File: config.mk
export PLATFORM = sky130hd
export DESIGN_NAME = fadd_wb_queue
export DESIGN_NICKNAME = d
export VERILOG_FILES = /design/src/rtl/fadd_wb_queue.sv
export SDC_FILE = /design/constraint.sdc
export NUM_CORES = 1
export LEC_CHECK = 0
export ABC_AREA = 1
export BUFFER_PORTS_ARGS = -buffer_cell sky130_fd_sc_hd__buf_2
export CAP_MARGIN = 0
export CORE_MARGIN = 2
export CORE_UTILIZATION = 55
export DETAILED_ROUTE_END_ITERATION = 8
export PLACE_DENSITY = 0.82
export SLEW_MARGIN = 15
export SYNTH_ARGS = -nofsm -noshare
export SYNTH_HDL_FRONTEND = slang
export SYNTH_SLANG_ARGS = --single-unit
File: constraint.sdc
create_clock -name clk -period 12.36 [get_ports clk]
set_input_delay 2.472 -clock clk [delete_from_list [all_inputs] [get_ports clk]]
set_output_delay 2.472 -clock clk [all_outputs]
set_load 0.01 [all_outputs]
File: src/rtl/fadd_wb_queue.sv
`default_nettype none
// ============================================================================
// Module   : fadd_wb_queue
// Purpose  : FIFO between the FP adder and the FP register-file writeback
//            port. Keeps sticky {ovf, nan, zero} status flags.
// Revision : 1.0
// ============================================================================
module fadd_wb_queue #(
    parameter int DEPTH = 4,
    parameter int AW    = 2,
    parameter int RD_W  = 5
) (
    input  logic            clk,
    input  logic            rstn,
    input  logic            in_valid,
    output logic            in_ready,
    input  logic [31:0]     in_y,
    input  logic            in_ovf,
    input  logic [RD_W-1:0] in_rd,
    output logic            out_valid,
    input  logic            out_ready,
    output logic [31:0]     out_data,
    output logic [RD_W-1:0] out_rd,
    input  logic            flush,
    input  logic            fflags_clr,
    output logic [2:0]      fflags,
    output logic [AW:0]     count
);

    localparam logic [AW:0] c_full = DEPTH[AW:0];

    logic [31:0]     r_y_mem  [DEPTH];
    logic [RD_W-1:0] r_rd_mem [DEPTH];
    logic [AW-1:0]   r_wr_ptr;
    logic [AW-1:0]   r_rd_ptr;
    logic [AW:0]     r_count;
    logic [2:0]      r_fflags;

    logic            w_push;
    logic            w_pop;
    logic            w_nan;
    logic            w_zero;
    logic [2:0]      w_event;
    logic [2:0]      w_fflags_next;

    // Ready comes from the registered count only, so a full queue refuses a
    // push even when the head is being popped in the same cycle.
    assign in_ready  = (r_count != c_full);
    assign out_valid = (r_count != '0);
    assign out_data  = r_y_mem[r_rd_ptr];
    assign out_rd    = r_rd_mem[r_rd_ptr];
    assign count     = r_count;
    assign fflags    = r_fflags;

    assign w_push = in_valid & in_ready;
    assign w_pop  = out_valid & out_ready;

    assign w_nan   = (in_y[30:23] == 8'hFF) && (in_y[22:0] != 23'd0);
    assign w_zero  = (in_y[30:0] == 31'd0);
    assign w_event = {in_ovf, w_nan, w_zero};

    // A set in the same cycle as a clear wins; a flushed push sets nothing.
    always_comb begin
        w_fflags_next = fflags_clr ? 3'b000 : r_fflags;
        if (w_push && !flush) begin
            w_fflags_next = w_fflags_next | w_event;
        end
    end

    always_ff @(posedge clk) begin
        if (!rstn) begin
            r_wr_ptr <= '0;
            r_rd_ptr <= '0;
            r_count  <= '0;
            for (int i = 0; i < DEPTH; i++) begin
                r_y_mem[i]  <= '0;
                r_rd_mem[i] <= '0;
            end
        end else if (flush) begin
            r_wr_ptr <= '0;
            r_rd_ptr <= '0;
            r_count  <= '0;
        end else begin
            if (w_push) begin
                r_y_mem[r_wr_ptr]  <= in_y;
                r_rd_mem[r_wr_ptr] <= in_rd;
                r_wr_ptr           <= r_wr_ptr + 1'b1;
            end
            if (w_pop) begin
                r_rd_ptr <= r_rd_ptr + 1'b1;
            end
            case ({w_push, w_pop})
                2'b10:   r_count <= r_count + 1'b1;
                2'b01:   r_count <= r_count - 1'b1;
                default: r_count <= r_count;
            endcase
        end
    end

    always_ff @(posedge clk) begin
        if (!rstn) begin
            r_fflags <= 3'b000;
        end else begin
            r_fflags <= w_fflags_next;
        end
    end

endmodule
`default_nettype wire

==> metrics.txt <==
initial antenna violation count 0; NetSw between 0.0002 and 0.0003 W; Die ar. roughly 14000 sq um; Core Box Area ~13000 sq um; Post-DP HPWL approximately 9500 um; Ys Warns 0; ANT nets after route 0; DRC errors left 0; Seq pwr share approximately 51%; placed cell count ~900; Startpoint Class input pin; most numerous cell in the Yosys netlist nor2_1; Top FF cell, synth edfxtp_1; Fmax around 180 MHz; Cells after Synth ~680; commonest cells in the netlist 228 x nor2_1, 148 x edfxtp_1, 79 x o21ai_0; Nets 796; syn_nets between 700 and 800; Hold Path End fflags[0]$_SDFF_PN0_; clk root buf clkbuf_16; period utilization between 40% and 50%; WL/cell approximately 18 um; Vias/cell roughly 5.7; CP Data Arrival Time ~5.5 ns; Power Total roughly 0.0012 W; Skew-Pair Late Insertion Delay approximately 0.42 ns; hold path startpoint fflags[0]$_SDFF_PN0_; R2R Path Start count[1]$_SDFFE_PP0P_; post-synthesis adder-cell area fraction less than 1%; Die H 117 um; Buffers on Ports 88; PD cells 150 nW/um^2; Starting Density 55.9%; Bufs and invs on worst path 3; Antenna diodes 0; final setup fails 0; fin worst setup slack about 6.9 ns; largest family of logic cells by synthesized area simple AND/OR/NAND/NOR gates; Sum Neg Setup Slack 0 ns; Sink Count 160; R2R setup slack between 8 and 9 ns; FF-to-FF path depth 6; aggregate global routing overflow 0; ys async rst share 0%; Max IR drop VDD around 0.000074 V; crit-path leading delay family simple AND/OR/NAND/NOR gates; min-delay worst type flip-flop to flip-flop; status finished, final reports clean; Slew headroom between 20 and 25%; vias in the first global route between 5000 and 6000; GRT Util Overall between 20% and 30%; power share of the clock group about 41%; Crit. End Element flip-flop; DRT iter0 DRCs between 600 and 700; Placement Rows ~40; synthesized area about 7000 sq um; post-CTS setup buffer count 0; mux cell area share after synthesis 0%; largest net degree at the start of global routing between 70 and 80; Comb power frac approximately 7.3%; share of post-route cells with drive strength above 1 between 15 and 20%; CTS tree built; XOR/XNOR Fraction of Synth Area 0%; Worst Path Max Fanout 62; Worst-path clk slew ~0.060 ns; Routed WL approximately 17000 um; count of final hold-check violations 0; Slowest-stage cell, CP nand2_2; Netlist cell types 26; Worst R2R End r_y_mem[0][29]$_SDFFCE_PN0P_; Final Wtd Congestion 0.797; Critical Path RT 12.40 ns; io pins 89; critical-path cell list buf_2 > inv_2 > nor2_4 > nand3_4 > inv_2 > nand3_2 > nand2_2; first-pass GRT wire length 26000 um; register area share after synthesis between 60% and 70%; Synth area leaders edfxtp_1 64%, nor2_1 12%, o21ai_0 5.7%; CP max stage delay 1.02 ns; number of enable flip-flop cells after synthesis approximately 150; Yosys top cell by area edfxtp_1; fin crit period 5.50 ns; Num CTS Buffers 17; internal power approximately 0.00095 W; Avg Synthesized Cell Area 10.3 sq um; #FFs+latches synth 160; post-route insts no fill between 900 and 1000; Finished Core Util between 60% and 70%; Sw Share between 20% and 30%; CTS Hold Bufs 0; count of final max-slew check failures 0; Synth-to-Final Area Change 15.4%; max cap viols 0; Worst Skew ~0.0063 ns; CP dominant cell by count inv_2; Synth Area in Simple Gates 16.7%; Max clock buf depth 2; H-tree levels 4; LEAKAGE about 3.3 nW; post-synthesis compound-gate area fraction 9.61%; die width 117 um; Post-Place Worst Slack around 6.4 ns; RSZ-0062 raised after global routing false; post-cts gate resize count 0; top cell type's share of synthesized area between 60% and 70%; via count ~5400; critical setup path kind input pin to flip-flop; hold path cells 2; Worst-Margin Slew about 1.2 ns; DRT Pass-1 Iters 5
[layout make-up]
class                           count  area (sq um)
Clock buffer                       28           551
Inverter                           62           233
Sequential cell                   160          4690
Tap cell                          172           215
Clock inverter                      4          21.3
Multi-Input combinational cell    417          1890
Fill cell                         959          4450
Timing Repair Buffer               92           470
[state kept, by name, summed over array words and instances, names as in the netlist, named ones only]
signal	cells
r_y_mem	128
r_wr_ptr	2
r_rd_ptr	2
count	3
r_rd_mem	20
fflags	3
[worst register-to-register path, delay by kind of cell, from the launching register on]
| kind | cells | cell delay [ns] |
|---|---|---|
| simple gates | 4 | 2.50 |
| buf+inv | 2 | 0.41 |
| flops | 1 | 0.37 |
[stage by stage]
stage | hold WS (ns) | cell area (sq um)
floorplan | 0.467 | 6990
global placement | 0.456 | 7500
detailed placement | 0.449 | 7500
CTS | 0.466 | 8070
global route | 0.497 | 8070
finish | 0.468 | 8070
[metal layers]
metal  vias to the layer above  share of wire, %  track usage, %
li1                       2448                 -               -
met1                      2603                37            30.3
met2                       282                52            44.4
met3                        38               8.2            6.33
met4                         0               2.7            11.9
met5                         -                 0               0
[power groups by stage]
stage / registers, W / clock network, W / logic (W)
2_1_floorplan: 0.000633 / 0 / 0.0000517
3_3_place_gp: 0.000633 / 0 / 0.0000848
3_5_place_dp: 0.000635 / 0 / 0.0000879
4_1_cts: 0.000624 / 0.000503 / 0.0000890
5_1_grt: 0.000626 / 0.000526 / 0.0000983
6_report: 0.000624 / 0.000501 / 0.0000888
[how the worst max path moves through the flow]
stage | from | end | slack [ns] | depth (start not counted)
finish | rstn | r_y_mem[0][29]$_SDFFCE_PN0P_ | 6.86 | 7
global route | rstn | r_y_mem[0][25]$_SDFFCE_PN0P_ | 6.58 | 7
CTS | rstn | r_y_mem[0][19]$_SDFFCE_PN0P_ | 6.86 | 7
detailed placement | rstn | r_y_mem[0][18]$_SDFFCE_PN0P_ | 6.40 | 7
global placement | rstn | r_y_mem[0][13]$_SDFFCE_PN0P_ | 6.52 | 7
floorplan | flush | r_rd_mem[3][0]$_DFFE_PP_ | 6.41 | 2
[layout by cell type, fill, tap and decap left out, types with 11 or more instances in the layout]
cell type,instances
edfxtp_1,148
nand2_1,24
o22ai_1,37
o21ai_0,79
clkbuf_16,20
dfxtp_1,11
nor2_1,228
inv_1,58
nor3_1,24
buf_2,88
[logic make-up (layout without fill, tap and decap cells)]
kind of cell	Yosys count	after routing
AO/OA/AOI/OAI	124	124
adder cells (fa/ha/maj)	2	2
buffers and inverters	102	186
flip-flops	160	160
AND/OR/NAND/NOR	291	291
Power figures use the tool's default switching activity.
